$ cat config.mk
export PLATFORM = sky130hd
export DESIGN_NAME = hs32_rparb_flat
export DESIGN_NICKNAME = d
export VERILOG_FILES = /design/src/rtl/hs32_rparb_if.sv /design/src/rtl/hs32_rparb.sv /design/src/flat_wrapper.sv
export SDC_FILE = /design/constraint.sdc
export NUM_CORES = 1
export LEC_CHECK = 0
export BUFFER_PORTS_ARGS = -buffer_cell sky130_fd_sc_hd__buf_2
export CORE_ASPECT_RATIO = 1.25
export CORE_MARGIN = 2
export CORE_UTILIZATION = 39
export DETAILED_ROUTE_END_ITERATION = 12
export GPL_TIMING_DRIVEN = 0
export MAX_ROUTING_LAYER = met4
export PLACE_DENSITY = 0.75
export SLEW_MARGIN = 5
export SYNTH_ARGS = -nofsm -noshare
export SYNTH_HDL_FRONTEND = slang
export SYNTH_SLANG_ARGS = --single-unit
$ cat constraint.sdc
create_clock -name clk -period 1.7 [get_ports clk]
set_input_delay 0.085 -clock clk [delete_from_list [all_inputs] [get_ports clk]]
set_output_delay 0.085 -clock clk [all_outputs]
set_load 0.01 [all_outputs]
$ cat src/rtl/hs32_rparb_if.sv
// Read-port bundle between decode2, the debug/CSR requester and the regfile read port.
// slave = the arbiter; master = the requesters plus the regfile that drive it.
interface hs32_rparb_if;
    logic        p_valid_i;
    logic [3:0]  p_addr_i;
    logic [31:0] p_data_o;
    logic        p_stall_o;
    logic        d_valid_i;
    logic [3:0]  d_addr_i;
    logic        d_ready_o;
    logic        d_rvalid_o;
    logic [31:0] d_data_o;
    logic [3:0]  rp_addr_o;
    logic [31:0] rp_data_i;

    modport slave (
        input  p_valid_i, p_addr_i, d_valid_i, d_addr_i, rp_data_i,
        output p_data_o, p_stall_o, d_ready_o, d_rvalid_o, d_data_o, rp_addr_o
    );

    modport master (
        output p_valid_i, p_addr_i, d_valid_i, d_addr_i, rp_data_i,
        input  p_data_o, p_stall_o, d_ready_o, d_rvalid_o, d_data_o, rp_addr_o
    );
endinterface

$ cat src/rtl/hs32_rparb.sv
// Regfile read-port arbiter: pipeline owns the port, debug gets idle cycles or a forced steal.
// Grant/address are combinational, debug data returns 1 cycle after accept; debug waits on d_ready_o.
module hs32_rparb #(
    parameter int STARVE_MAX = 8
) (
    input  logic        clk,
    input  logic        reset,
    hs32_rparb_if.slave bus
);
    localparam int CW = $clog2(STARVE_MAX + 1);

    typedef enum logic [1:0] {
        S_PIPE  = 2'd0,
        S_WAIT  = 2'd1,
        S_STEAL = 2'd2
    } state_t;

    state_t        state_q, state_d;
    logic [CW-1:0] cnt_q, cnt_d;
    logic [CW-1:0] cnt_inc;
    logic          d_rvalid_q, d_rvalid_d;
    logic [31:0]   d_data_q, d_data_d;
    logic          grant;
    logic          conflict;

    assign cnt_inc  = cnt_q + CW'(1);
    assign conflict = bus.d_valid_i & bus.p_valid_i;
    // Reset masks the grant so no request is accepted while the block is held.
    assign grant    = ~reset & bus.d_valid_i & ((state_q == S_STEAL) | ~bus.p_valid_i);

    always_comb begin
        state_d    = state_q;
        cnt_d      = cnt_q;
        d_rvalid_d = grant;
        d_data_d   = grant ? bus.rp_data_i : d_data_q;
        case (state_q)
            S_PIPE: begin
                if (conflict) begin
                    cnt_d = CW'(1);
                    if (STARVE_MAX == 1) state_d = S_STEAL;
                    else                 state_d = S_WAIT;
                end
            end
            S_WAIT: begin
                if (!bus.d_valid_i || grant) begin
                    state_d = S_PIPE;
                    cnt_d   = '0;
                end else begin
                    cnt_d = cnt_inc;
                    if (cnt_inc == CW'(STARVE_MAX)) state_d = S_STEAL;
                end
            end
            S_STEAL: begin
                // One stolen cycle only; a follow-on request restarts from zero.
                state_d = S_PIPE;
                cnt_d   = '0;
            end
            default: begin
                state_d = S_PIPE;
                cnt_d   = '0;
            end
        endcase
    end

    always_ff @(posedge clk or posedge reset) begin
        if (reset) begin
            state_q    <= S_PIPE;
            cnt_q      <= '0;
            d_rvalid_q <= 1'b0;
            d_data_q   <= '0;
        end else begin
            state_q    <= state_d;
            cnt_q      <= cnt_d;
            d_rvalid_q <= d_rvalid_d;
            d_data_q   <= d_data_d;
        end
    end

    assign bus.d_ready_o  = grant;
    assign bus.rp_addr_o  = grant ? bus.d_addr_i : bus.p_addr_i;
    assign bus.p_data_o   = bus.rp_data_i;
    assign bus.p_stall_o  = (state_q == S_STEAL);
    assign bus.d_rvalid_o = d_rvalid_q;
    assign bus.d_data_o   = d_data_q;
endmodule
$ cat src/flat_wrapper.sv
// flat-port wrapper written by rule: the top's interface ports become plain ports
module hs32_rparb_flat 
#(
    parameter int STARVE_MAX = 8
)
  (clk, reset, bus_p_valid_i, bus_p_addr_i, bus_d_valid_i, bus_d_addr_i, bus_rp_data_i, bus_p_data_o, bus_p_stall_o, bus_d_ready_o, bus_d_rvalid_o, bus_d_data_o, bus_rp_addr_o);
  hs32_rparb_if bus_i ();
  input  logic clk;
  input  logic reset;
  input wire logic [$bits(bus_i.p_valid_i)-1:0] bus_p_valid_i;
  input wire logic [$bits(bus_i.p_addr_i)-1:0] bus_p_addr_i;
  input wire logic [$bits(bus_i.d_valid_i)-1:0] bus_d_valid_i;
  input wire logic [$bits(bus_i.d_addr_i)-1:0] bus_d_addr_i;
  input wire logic [$bits(bus_i.rp_data_i)-1:0] bus_rp_data_i;
  output wire logic [$bits(bus_i.p_data_o)-1:0] bus_p_data_o;
  output wire logic [$bits(bus_i.p_stall_o)-1:0] bus_p_stall_o;
  output wire logic [$bits(bus_i.d_ready_o)-1:0] bus_d_ready_o;
  output wire logic [$bits(bus_i.d_rvalid_o)-1:0] bus_d_rvalid_o;
  output wire logic [$bits(bus_i.d_data_o)-1:0] bus_d_data_o;
  output wire logic [$bits(bus_i.rp_addr_o)-1:0] bus_rp_addr_o;
  assign bus_i.p_valid_i = bus_p_valid_i;
  assign bus_i.p_addr_i = bus_p_addr_i;
  assign bus_i.d_valid_i = bus_d_valid_i;
  assign bus_i.d_addr_i = bus_d_addr_i;
  assign bus_i.rp_data_i = bus_rp_data_i;
  assign bus_p_data_o = bus_i.p_data_o;
  assign bus_p_stall_o = bus_i.p_stall_o;
  assign bus_d_ready_o = bus_i.d_ready_o;
  assign bus_d_rvalid_o = bus_i.d_rvalid_o;
  assign bus_d_data_o = bus_i.d_data_o;
  assign bus_rp_addr_o = bus_i.rp_addr_o;
  hs32_rparb #(.STARVE_MAX(STARVE_MAX)) u_core (.clk(clk), .reset(reset), .bus(bus_i));
endmodule
* Yosys cells after proc, flatten, opt, wreduce, memory -nomap -nowiden
Cells that the tools add are included.
** Word-level totals
- Register bits :: 39
- Output and inout port bits :: 71
- Word-level logic and storage cells :: 28
- Input port bits :: 44
** Cells by class
- Reduce and logical (&&, ||, !) cells :: 4
- Equality and inequality tests :: 5
- Multiplexer cells :: 8
- Bitwise operators :: 6
- $add $sub $neg :: 1
** Operator list (number)
- $mux W4 :: 3
- $pmux W4 S2 :: 1
- $mux W2 :: 3
- $add A4 B1 Y4 const B :: 1
- $eq A4 B4 Y1 const B :: 1
- $pmux W2 S2 :: 1
- $and A1 B1 Y1 :: 3
- $ne A3 B1 Y1 const B :: 1
- $eq A2 B1 Y1 const B :: 1
- $eq A2 B2 Y1 const B :: 1
- $logic_not A2 Y1 :: 1
- $ne A2 B1 Y1 const B :: 1
- $not A1 Y1 :: 2
- $reduce_and A2 Y1 :: 1
- $logic_not A1 Y1 :: 1
- $logic_or A1 B1 Y1 :: 1
- $or A1 B1 Y1 :: 1

* Logic depth before layout (Yosys ltp)
Gate-level depths: netlist of the first run.
- Depth in word-level cells :: 6
- Depth in mapped cells :: 5
- Gate-level depth less buffers :: 4

* Worst setup path after synthesis of the first run
OpenSTA, ideal clock, no wires.
- Kind :: input to register
- Start point :: in reset
- End point :: reg u_core.d_data_q[14], in the netlist u_core.bus.d_data_o[14]
- Setup slack :: -235 ps
- Arrival time :: 1810 ps
- Required time :: 1575 ps
- Library setup time :: 125 ps
- Cell stages on the path :: 5
- Buffers on the path :: 2
- Cells stage by stage :: inv_1 > o211a_1 > buf_6 > buf_8 > mux2_4
** Between the ends
- Cells in the longest elaborated chain, start to end :: 3
** Ends and longest elaborated chain
- from (decl) :: line flat_wrapper.sv:9 : input logic reset;
- $not A1 Y1 :: line hs32_rparb.sv:29 : assign grant = ~reset & bus.d_valid_i & ((state_q == S_STEAL) | ~bus.p_valid_i);
- $and A1 B1 Y1 (2 in a row) :: line hs32_rparb.sv:29
- net bus_d_ready_o :: line flat_wrapper.sv:17 : output wire logic [$bits(bus_i.d_ready_o)-1:0] bus_d_ready_o;
- to (signal assigned) :: line hs32_rparb.sv:75 : d_data_q <= d_data_d;
- to (decl) :: line hs32_rparb.sv:22 : logic [31:0] d_data_q, d_data_d;
The timed path passes the listed nets, and every way through them passes these cells.
A chain may end at the register's enable or synchronous reset.

* Final worst setup path of the first run
- Start point :: reg u_core.state_q[1]
- End point :: out bus_rp_addr_o[0]
** Between the ends
- Cells in the longest elaborated chain, start to end :: 4
** Ends and longest elaborated chain
- from (decl) :: line hs32_rparb.sv:18 : state_t state_q, state_d;
- from (signal assigned) :: line hs32_rparb.sv:72 : state_q <= state_d;
- $eq A2 B2 Y1 :: line hs32_rparb.sv:29
- $or A1 B1 Y1 :: line hs32_rparb.sv:29
- $and A1 B1 Y1 :: line hs32_rparb.sv:29
- $mux W4 :: line hs32_rparb.sv:80 : assign bus.rp_addr_o = grant ? bus.d_addr_i : bus.p_addr_i;
- to (decl) :: line flat_wrapper.sv:20 : output wire logic [$bits(bus_i.rp_addr_o)-1:0] bus_rp_addr_o;
Every way passes these cells.

==> results.py, run 1 <==
metrics = {
    "die": {
        "coreArea_um2": 4970,
        "die_x_um": 67.8,
        "initial_utilization_pct": 39.9,
        "dieArea_um2": 5670,
        "die_h_um": 83.7,
        "floorplan.rows": 29,
        "io_pins": 115,
    },
    "logic_synthesis": {
        "ys_ff_latch": 39,
        "syn-cell-area_um2": 1980,
        "yosys.area.top_type": "dfrtp_1",
        "yosysTopAreaCellShare_pct": 49.2,
        "synth-simple-area-share_pct": 3.91,
        "synth_xor_area_share_pct": 0.884,
        "synth_fp_nets": 185,
        "synth-warning-count": 0,
        "async_reset_ff_share_pct": 100,
        "synth.avg_cell_area_um2": 14.2,
        "synth_compound_area_share_pct": 3.85,
        "synthTopCellsByArea": "dfrtp_1 (49%), mux2_4 (22%), buf_4 (12%)",
        "synth_edf_count": 0,
        "syn_inst": 140,
        "synthDistinctLibCells": 27,
        "seq_area_frac_synth_pct": 49.2,
        "ys.flop_type": "dfrtp_1",
        "synth_top_family_by_area": "multiplexers",
        "synth.most_common_cell": "dfrtp_1",
        "ys_top_cells_by_count": "dfrtp_1 (39), buf_4 (32), mux2_4 (29), mux2_2 (7), nand2_1 (4)",
        "synth_adder_area_share_pct": 0.631,
        "muxShareOfSynthArea_pct": 25.9,
    },
    "clock_tree": {
        "cts-root-buf": "clkbuf_8",
        "clkTransAtPathRegs_ns": 0.08,
        "clock_path_buffers": 2,
        "insertion_delay_ns": 0.28,
        "tritoncts": "built",
        "clock-sinks": 39,
        "numCtsBuffers": 5,
        "htree_levels": 2,
    },
    "route": {
        "drc": 0,
        "wl_per_cell_um": 13.6,
        "via_count": 1485,
        "drt-initial-drc-count": 54,
        "drt_wl_total_um": 4520,
        "first_pass_iters": 4,
        "post_drt_via_cell_ratio": 4.47,
        "ant_nets": 0,
    },
    "worst_hold_path": {
        "hold_class": "in2async",
    },
    "critical_path": {
        "cp_num_buf_inv": 3,
        "slowest_stage": "dfrtp_1",
        "startpoint": "u_core.state_q[1]$_DFFE_PP0P_",
        "critPathCaptureType": "output port",
        "cp.arrival_ns": 1.70,
        "crit_family": "flip-flops",
        "max_stage_delay_ns": 0.39,
        "cp-start-kind": "register",
        "r2r_cells": 6,
        "cp_num_cells": 6,
        "critPathRequiredTime_ns": 1.62,
        "regToRegStartpoint": "u_core.state_q[1]$_DFFE_PP0P_",
        "worstSetupPathType": "reg2out",
        "crit_fanout": 4,
        "path_cells": "nor2b_4, o211a_1, buf_8, buf_12, mux2_4, buf_6",
    },
    "global_routing": {
        "antenna_found_initial": 0,
        "gr-total-overflow": 0,
        "grt_pass1_vias": 1470,
        "grt_pass1_wl_um": 7000,
        "grt_use_total_pct": 17.1,
        "grt_max_degree": 21,
    },
    "layout": {
        "fillCellCount": 430,
        "finalNetCount": 314,
        "syn_to_final_growth_pct": 44.8,
        "drive_above_1_share_pct": 75.9,
        "antennaDiodeCount": 0,
    },
    "sta": {
        "worst_hold_slack_ns": -0.00372,
        "slew_viol_final": 0,
        "hold_viol": 13,
        "setup_viol": 4,
        "layout_min_cycle_time_ns": 1.78,
        "clock.fmax_mhz": 561,
        "worst_pin_slew_ns": 0.931,
        "rsz0062_at_grt": "yes",
        "min_period_over_period_pct": 105,
        "max-slew-margin-rel_pct": 37.6,
        "finClkSkew_ns": 0.00542,
        "setup_slack_ns": -0.0819,
    },
    "placement": {
        "numPortBuffers": 114,
        "place.gp.congestion": 0.801,
        "dp_hpwl_um": 3220,
        "dp_slack_ns": -0.440,
    },
    "run_status": {
        "violations": "negative hold slack, negative setup slack",
        "outcome": "finished, violations left",
    },
    "flow_run": {
        "cap_violations": 0,
    },
    "power": {
        "peakVddDrop_mv": 0.436,
        "total_power_uw": 2840,
        "power.density_nw_per_um2": 991,
        "leakagePower_uw": 0.00154,
    },
}
-- state kept, by name (all words and copies together), names as in the netlist --
signal                 flops
u_core.bus.d_data_o       32
u_core.bus.d_rvalid_o      1
u_core.state_q             2
u_core.cnt_q               4
-- cell families (layout without fill, tap and decap cells) --
logic type / after synthesis / in the layout
XOR/XNOR: 2 / 2
multiplexers: 36 / 36
flip-flops: 39 / 39
AND/OR/NAND/NOR: 13 / 13
adder cells (fa/ha/maj): 1 / 1
AO/OA/AOI/OAI: 10 / 10
buffers and inverters: 39 / 169
-- metrics by stage --
stage	instances	setup TNS, ns	utilization [%]	cell area, um2
after CTS	332	-0.437	57.7	2870
after global routing	332	-0.505	57.7	2870
after floorplan	140	0	-	1990
after detailed placement	316	-11.41	53.0	2630
final	332	-0.324	57.7	2870
after global placement	316	-11.06	53.0	2630
-- worst reg2reg max path, stage by stage, from the launching register on --
cell     delay (ns)
dfrtp_1        0.39
nor2b_4        0.13
o211a_1        0.22
buf_8          0.14
buf_12         0.12
buf_4          0.17
mux2_4         0.31
-- path summary, 6_finish.rpt --
path	to	slack [ns]
worst min register to register	u_core.bus.d_data_o[24]$_DFFE_PP0N_	0.50
worst max register to register	u_core.bus.d_data_o[26]$_DFFE_PP0N_	0.10
worst min-delay path	u_core.bus.d_data_o[19]$_DFFE_PP0N_	-0.004
min in group clk	u_core.bus.d_data_o[16]$_DFFE_PP0N_	0.04
max in group asynchronous	u_core.bus.d_data_o[31]$_DFFE_PP0N_	0.54
worst max-delay path	bus_rp_addr_o[0]	-0.08
-- final cells by class --
class / count / area [um2] / area share, %
Sequential cell: 39 / 976 / 34.0
Multi-Input combinational cell: 62 / 706 / 24.6
Timing Repair Buffer: 122 / 658 / 22.9
Buffer: 35 / 295 / 10.3
Tap cell: 62 / 77.6 / 2.70
Clock buffer: 5 / 68.8 / 2.40
Clock inverter: 3 / 67.6 / 2.35
Inverter: 3 / 15.0 / 0.523
Timing Repair inverter: 1 / 5.00 / 0.174
-- power by group --
group          internal, uW  switching (uW)  total [uW]
clock                   585             320         905
sequential             1090            90.4        1180
combinational           444             316         760
total                  2120             726        2840
-- cell usage in the layout, fill, tap and decap left out, types with 2 or more instances in the layout --
| cell | Yosys | layout |
|---|---|---|
| buf_12 | 0 | 2 |
| a21oi_1 | 2 | 2 |
| clkinvlp_4 | 0 | 2 |
| bufinv_16 | 0 | 2 |
| xor2_1 | 2 | 2 |
| buf_4 | 32 | 39 |
| inv_1 | 3 | 2 |
| buf_6 | 1 | 4 |
| nand2_1 | 4 | 4 |
| clkbuf_8 | 0 | 5 |
| mux2_2 | 7 | 7 |
| mux2_4 | 29 | 29 |
| buf_2 | 0 | 110 |
| dfrtp_1 | 39 | 39 |
-- repair_timing --
item / 4_1_cts / 5_1_grt
pin swaps: 1 / 1
hold buffers: 1 / 0
setup buffers: 7 / 1
cloned: 1 / 0
gates resized for setup: 9 / 0
setup endpoints to repair: 30 / 5
hold endpoints to repair: 19 / 0
-- layer usage --
metal  vias to the layer above  global-route usage [%]  share of wire (%)
met5                         -                       -                  0
met4                         0                    4.82               0.51
met3                         2                    4.18                4.6
met2                        45                    30.4                 58
met1                       732                    18.1                 37
li1                        706                       -                  -
Note: power is estimated with default switching activity, not from simulation.
==> run 2, diff against run 1 <==
--- a/config.mk
+++ b/config.mk
@@ -5,6 +5,7 @@
 export SDC_FILE = /design/constraint.sdc
 export NUM_CORES = 1
 export LEC_CHECK = 0
+export ABC_AREA = 1
 export BUFFER_PORTS_ARGS = -buffer_cell sky130_fd_sc_hd__buf_2
 export CORE_ASPECT_RATIO = 1.25
 export CORE_MARGIN = 2
@@ -12,7 +13,7 @@
 export DETAILED_ROUTE_END_ITERATION = 12
 export GPL_TIMING_DRIVEN = 0
 export MAX_ROUTING_LAYER = met4
-export PLACE_DENSITY = 0.75
+export PLACE_DENSITY = 0.77
 export SLEW_MARGIN = 5
 export SYNTH_ARGS = -nofsm -noshare
 export SYNTH_HDL_FRONTEND = slang
==> results.py, run 2 <==
metrics = {
    "power": {
        "p_sw_share_pct": 29.4,
        "pwr-share-seq_pct": 49.2,
        "power.density_nw_per_um2": 879,
        "p_comb_share_pct": 25.6,
        "peakVddDrop_mv": 0.501,
        "p_clk_share_pct": 25.2,
        "leakagePower_uw": 0.00162,
        "intPower_uw": 1630,
        "power_switching_uw": 679,
    },
    "layout": {
        "drive_above_1_share_pct": 46.8,
        "largest_reg_flops": 32,
        "final_common_cell": "nand2_1",
        "multi_input_area_um2": 557,
        "syn_to_final_growth_pct": 39.7,
        "antennaDiodeCount": 0,
        "finalNetCount": 392,
        "final_cell_mix": "nand2_1 (117), buf_2 (114), dfrtp_1 (39), buf_4 (32)",
        "seqCellArea_um2": 976,
        "fillCellCount": 461,
    },
    "logic_synthesis": {
        "synthTopCellsByArea": "dfrtp_1 (52%), nand2_1 (24%), buf_4 (13%)",
        "yosysTopAreaCellShare_pct": 51.8,
        "yosys.area.top_type": "dfrtp_1",
        "ys_top_cells_by_count": "nand2_1 (118), dfrtp_1 (39), buf_4 (32), inv_1 (8), buf_6 (7)",
        "synth-warning-count": 0,
        "ys_ff_latch": 39,
        "synthDistinctLibCells": 15,
        "syn_inst": 225,
        "ys.flop_type": "dfrtp_1",
        "synth.avg_cell_area_um2": 8.37,
        "synth.most_common_cell": "nand2_1",
        "seq_area_frac_synth_pct": 51.8,
        "synth_fp_nets": 270,
        "syn-cell-area_um2": 1880,
        "async_reset_ff_share_pct": 100,
        "synth_edf_count": 0,
    },
    "die": {
        "dieArea_um2": 5400,
        "coreArea_um2": 4690,
        "io_pins": 115,
        "die_x_um": 66.2,
        "initial_utilization_pct": 40.1,
        "floorplan.rows": 28,
        "die_h_um": 81.7,
    },
    "clock_tree": {
        "clock-sinks": 39,
        "insertion_delay_ns": 0.28,
        "numCtsBuffers": 5,
        "htree_levels": 2,
        "clock_path_buffers": 2,
        "cts-root-buf": "clkbuf_8",
        "tritoncts": "built",
        "cts_setup_buffers": 0,
        "clkTransAtPathRegs_ns": 0.07,
    },
    "global_routing": {
        "grt_use_total_pct": 16.4,
        "grt_max_degree": 41,
        "antenna_found_initial": 0,
        "use_met1_pct": 18.4,
        "grt_pass1_vias": 1509,
        "grt_pass1_wl_um": 6660,
        "grt_use_met2_pct": 28.1,
        "gr-total-overflow": 0,
        "use_met3_pct": 5.21,
        "gr-max-usage-layer": "met2",
    },
    "sta": {
        "tns_ns": 0,
        "slew_viol_final": 0,
        "finClkSkew_ns": 0.00250,
        "worst_pin_slew_ns": 0.486,
        "clock.fmax_mhz": 621,
        "min_period_over_period_pct": 94.7,
        "max-slew-margin-rel_pct": 67.6,
        "layout_min_cycle_time_ns": 1.61,
        "setup_slack_ns": 0.0908,
        "hold_viol": 0,
        "rsz0062_at_grt": "yes",
        "setup_viol": 0,
    },
    "route": {
        "wl_per_cell_um": 10.1,
        "drt-initial-drc-count": 95,
        "first_pass_iters": 4,
        "post_drt_via_cell_ratio": 4.30,
        "ant_nets": 0,
        "via_count": 1753,
        "drc": 0,
        "drt_wl_total_um": 4130,
    },
    "flow_run": {
        "cap_violations": 0,
    },
    "critical_path": {
        "cp-start-kind": "input pin",
        "crit_fanout": 10,
        "worstSetupPathType": "in2out",
        "critPathCaptureType": "output port",
        "critPathRequiredTime_ns": 1.62,
        "cp.arrival_ns": 1.52,
    },
    "worst_hold_path": {
        "hold_class": "in2reg",
    },
    "placement": {
        "place.gp.congestion": 0.823,
        "numPortBuffers": 114,
        "dp_slack_ns": 0.333,
        "dp_hpwl_um": 3170,
    },
    "run_status": {
        "outcome": "completed",
    },
}
==> run 2: changes by cell type in the layout (fill, tap and decap cells not counted), moves of 4 or more <==
cell,previous run,this run
nand2_1,4,117
mux2_4,29,0
buf_4,39,32
mux2_2,7,0
inv_1,2,7
buf_2,110,114
nor2_1,0,4
==> run 2: per-stage QoR <==
step	area, um2	hold WS (ns)	power (uW)	cells	util [%]
after floorplan	1880	0.195	1480	225	-
after global placement	2530	0.294	1740	399	53.9
after detailed placement	2530	0.299	1750	399	53.9
after CTS	2620	0.000249	2350	408	55.8
after global routing	2630	0.00240	2480	408	56.0
final	2630	0.00920	2310	408	56.0
==> run 2: final cells by class <==
class                   instances  area share (%)
flip-flops and latches         39            37.1
repair buffers                115            22.1
multi-input cells             138            21.2
plain buffers                  39            12.1
clock buffers                   7            2.90
well taps                      60            2.85
inverters                       9            1.57
clock inverters                 1           0.190
==> run 2: per-layer routing <==
layer	wire [um]	share of wire [%]
met1	1640	40
met2	2110	51
met3	369	8.9
met4	14	0.34
met5	0	0
==> run 2: what timing repair did <==
| item | in CTS | in global routing |
|---|---|---|
| setup endpoints to repair | 0 | 6 |
| resized for setup | 0 | 5 |
| endpoints found under the hold margin | 4 | 0 |
| hold buffers | 1 | 0 |
==> run 2: power groups by stage <==
stage	sequential, uW	combinational, uW	clock, uW
2_1_floorplan	1210	264	0
3_3_place_gp	1150	585	0
3_5_place_dp	1160	597	0
4_1_cts	1140	601	612
5_1_grt	1160	666	657
6_report	1140	591	582
==> run 2: path summary, 6_finish.rpt <==
kind / endpoint / slack (ns) / cells past startpoint / from
setup / recovery: bus_rp_addr_o[1] / 0.09 / 9 / reset
hold / removal: u_core.bus.d_data_o[26]$_DFFE_PP0N_ / 0.009 / 3 / bus_rp_data_i[26]
setup reg to reg: u_core.cnt_q[3]$_DFFE_PP0P_ / 0.45 / 6 / u_core.state_q[1]$_DFFE_PP0P_
hold reg to reg: u_core.bus.d_data_o[5]$_DFFE_PP0N_ / 0.48 / 2 / u_core.bus.d_data_o[5]$_DFFE_PP0N_
max in group asynchronous: u_core.bus.d_data_o[2]$_DFFE_PP0N_ / 0.96 / 3 / reset
min in group asynchronous: u_core.cnt_q[0]$_DFFE_PP0P_ / 0.39 / 3 / reset
==> run 2: worst max-delay path: stages <==
cell and delay [ns]:
dlygate4sd3_1 0.53, buf_2 0.14, nor2_1 0.13, nand2_2 0.10
buf_6 0.16, buf_6 0.14, nand2_1 0.06, nand2_1 0.04
buf_2 0.13
==> run 2: cell families after synthesis <==
logic type,Yosys count,share of synthesized area [%]
AOI/OAI and AO/OA,8,2.46
DFF,39,51.8
buffers and inverters,48,18.7
adders and majority gates,1,0.664
and+or+nand+nor,129,26.3
==> run 3, diff against run 2 <==
--- a/config.mk
+++ b/config.mk
@@ -7,13 +7,15 @@
 export LEC_CHECK = 0
 export ABC_AREA = 1
 export BUFFER_PORTS_ARGS = -buffer_cell sky130_fd_sc_hd__buf_2
+export CELL_PAD_IN_SITES_DETAIL_PLACEMENT = 1
+export CELL_PAD_IN_SITES_GLOBAL_PLACEMENT = 1
 export CORE_ASPECT_RATIO = 1.25
 export CORE_MARGIN = 2
-export CORE_UTILIZATION = 39
+export CORE_UTILIZATION = 29
 export DETAILED_ROUTE_END_ITERATION = 12
 export GPL_TIMING_DRIVEN = 0
 export MAX_ROUTING_LAYER = met4
-export PLACE_DENSITY = 0.77
+export PLACE_DENSITY_LB_ADDON = 0.1
 export SLEW_MARGIN = 5
 export SYNTH_ARGS = -nofsm -noshare
 export SYNTH_HDL_FRONTEND = slang
==> constraint.sdc (replaced) <==
create_clock -name clk -period 1.6 [get_ports clk]
set_input_delay 0.08 -clock clk [delete_from_list [all_inputs] [get_ports clk]]
set_output_delay 0.08 -clock clk [all_outputs]
set_load 0.01 [all_outputs]
==> results.py, run 3 (same netlist as run 2, synthesis figures left out) <==
metrics = {
    "route": {
        "via_count": 1918,
        "wl_met2_um": 2800,
        "ant_nets": 0,
        "wl_met1_um": 2230,
        "first_pass_iters": 4,
        "maxUsedRoutingLayer": "met4",
        "drt-initial-drc-count": 41,
        "post_drt_via_cell_ratio": 4.17,
        "drt_wl_total_um": 5460,
        "drc": 0,
        "wl_per_cell_um": 11.9,
        "met3RoutedLength_um": 389,
    },
    "critical_path": {
        "critPathRequiredTime_ns": 1.52,
        "cp-start-kind": "input pin",
        "worstSetupPathType": "in2out",
        "slowest_stage": "dlygate4sd3_1",
        "cp.arrival_ns": 1.45,
        "max_stage_delay_ns": 0.53,
        "critPathCaptureType": "output port",
        "path_cells": "dlygate4sd3_1, buf_2, nor2_2, nand2_2, buf_6, buf_8, nand2_2, nand2_1, buf_2",
        "crit_fanout": 4,
    },
    "power": {
        "power.density_nw_per_um2": 929,
        "intPower_uw": 1980,
        "p_sw_share_pct": 28.5,
        "p_comb_share_pct": 25.7,
        "pwr-share-seq_pct": 43.6,
        "peakVddDrop_mv": 0.418,
        "power_switching_uw": 789,
        "p_clk_share_pct": 30.7,
        "leakagePower_uw": 0.00178,
        "total_power_uw": 2770,
    },
    "clock_tree": {
        "cts-root-buf": "clkbuf_8",
        "clkTransAtPathRegs_ns": 0.08,
        "numCtsBuffers": 5,
        "insertion_delay_ns": 0.29,
        "clock-sinks": 39,
        "tritoncts": "built",
        "htree_levels": 2,
        "clock_path_buffers": 2,
    },
    "sta": {
        "clock.fmax_mhz": 654,
        "worst_pin_slew_ns": 0.508,
        "rsz0062_at_grt": "yes",
        "finClkSkew_ns": 0.00741,
        "min_period_over_period_pct": 95.6,
        "hold_viol": 0,
        "layout_min_cycle_time_ns": 1.53,
        "setup_viol": 0,
        "max-slew-margin-rel_pct": 66.1,
        "slew_viol_final": 0,
        "tns_ns": 0,
    },
    "placement": {
        "place_area_um2": 2590,
        "numPortBuffers": 114,
        "dp_hpwl_um": 3950,
        "place.gp.congestion": 0.733,
    },
    "global_routing": {
        "antenna_found_initial": 0,
        "grt_max_degree": 22,
        "grt_pass1_vias": 1901,
        "grt_pass1_wl_um": 8900,
        "grt_use_total_pct": 15.7,
        "gr-total-overflow": 0,
    },
    "die": {
        "coreArea_um2": 6250,
        "initial_utilization_pct": 30.1,
        "floorplan.rows": 32,
        "io_pins": 115,
        "dieArea_um2": 7160,
        "die_x_um": 76.1,
        "die_h_um": 94.1,
    },
    "layout": {
        "largest_reg_flops": 32,
        "final_cell_area_um2": 2980,
        "syn_to_final_growth_pct": 58.5,
        "drive_above_1_share_pct": 50.4,
        "fillCellCount": 798,
        "finalNetCount": 419,
        "final_cell_mix": "buf_2 (113), nand2_1 (112), buf_4 (48), dfrtp_1 (39), dlygate4sd3_1 (11)",
        "final_common_cell": "buf_2",
        "finish.utilization_pct": 47.8,
        "antennaDiodeCount": 0,
    },
    "flow_run": {
        "cap_violations": 0,
    },
    "worst_hold_path": {
        "hold_class": "in2reg",
    },
    "run_status": {
        "outcome": "completed",
    },
}
-- run 3: cell types whose count changed in the layout (fill, tap and decap cells not counted), sizes merged --
cell / change
buf: +17
clkbuf: -1
bufinv: +1
dlygate4sd3: +10
-- run 3: routing by layer --
layer / GRT usage (%) / vias up
met4: 4.09 / 0
met5: - / -
li1: - / 945
met2: 27.3 / 68
met3: 4.62 / 2
met1: 18.0 / 903
-- run 3: path summary, 6_finish.rpt --
| path | slack, ns | end | from | cells after the start |
|---|---|---|---|---|
| setup / recovery | 0.07 | bus_rp_addr_o[3] | reset | 9 |
| hold / removal | 0.003 | u_core.bus.d_data_o[17]$_DFFE_PP0N_ | bus_rp_data_i[17] | 3 |
| setup reg to reg | 0.20 | u_core.bus.d_data_o[31]$_DFFE_PP0N_ | u_core.state_q[0]$_DFFE_PP0P_ | 8 |
| hold reg to reg | 0.47 | u_core.bus.d_data_o[24]$_DFFE_PP0N_ | u_core.bus.d_data_o[24]$_DFFE_PP0N_ | 2 |
| max in group asynchronous | 0.74 | u_core.bus.d_data_o[26]$_DFFE_PP0N_ | reset | 4 |
| min in group asynchronous | 0.39 | u_core.bus.d_data_o[21]$_DFFE_PP0N_ | reset | 3 |
-- run 3: power by group through the flow --
stage / Sequential (uW) / Clock (uW) / Combinational [uW]
final: 1210 / 851 / 713
after global routing: 1230 / 933 / 792
after CTS: 1210 / 889 / 701
after detailed placement: 1230 / 0 / 667
after global placement: 1220 / 0 / 642
after floorplan: 1290 / 0 / 281
-- run 3: metrics by stage --
stage / setup slack (ns) / hold slack (ns) / cells
6_report: 0.0700 / 0.00319 / 460
3_3_place_gp: -0.383 / 0.293 / 424
3_5_place_dp: 0.212 / 0.160 / 425
5_1_grt: -0.0418 / 0.00593 / 460
2_1_floorplan: 0.260 / 0.190 / 225
4_1_cts: 0.00289 / 0.000164 / 450
-- run 3: repair_timing --
action,4_1_cts,5_1_grt
resized for setup,3,13
endpoints found under the setup margin,5,4
pin swaps,2,5
hold endpoints to repair,29,0
hold buffers,11,0
setup buffers,6,10
-- run 3: worst max-delay path, delay by kind of cell --
kind | cells | cell delay (ns)
simple gates | 4 | 0.30
buf+inv | 5 | 1.07
-- run 3: layout make-up --
cell class | count | area (um2) | share of cell area (%)
flip-flops and latches | 39 | 976 | 32.7
repair buffers | 142 | 835 | 28.0
multi-input cells | 138 | 577 | 19.3
plain buffers | 39 | 334 | 11.2
well taps | 85 | 106 | 3.56
clock buffers | 6 | 82.6 | 2.77
inverters | 9 | 38.8 | 1.30
clock inverters | 2 | 35.0 | 1.17
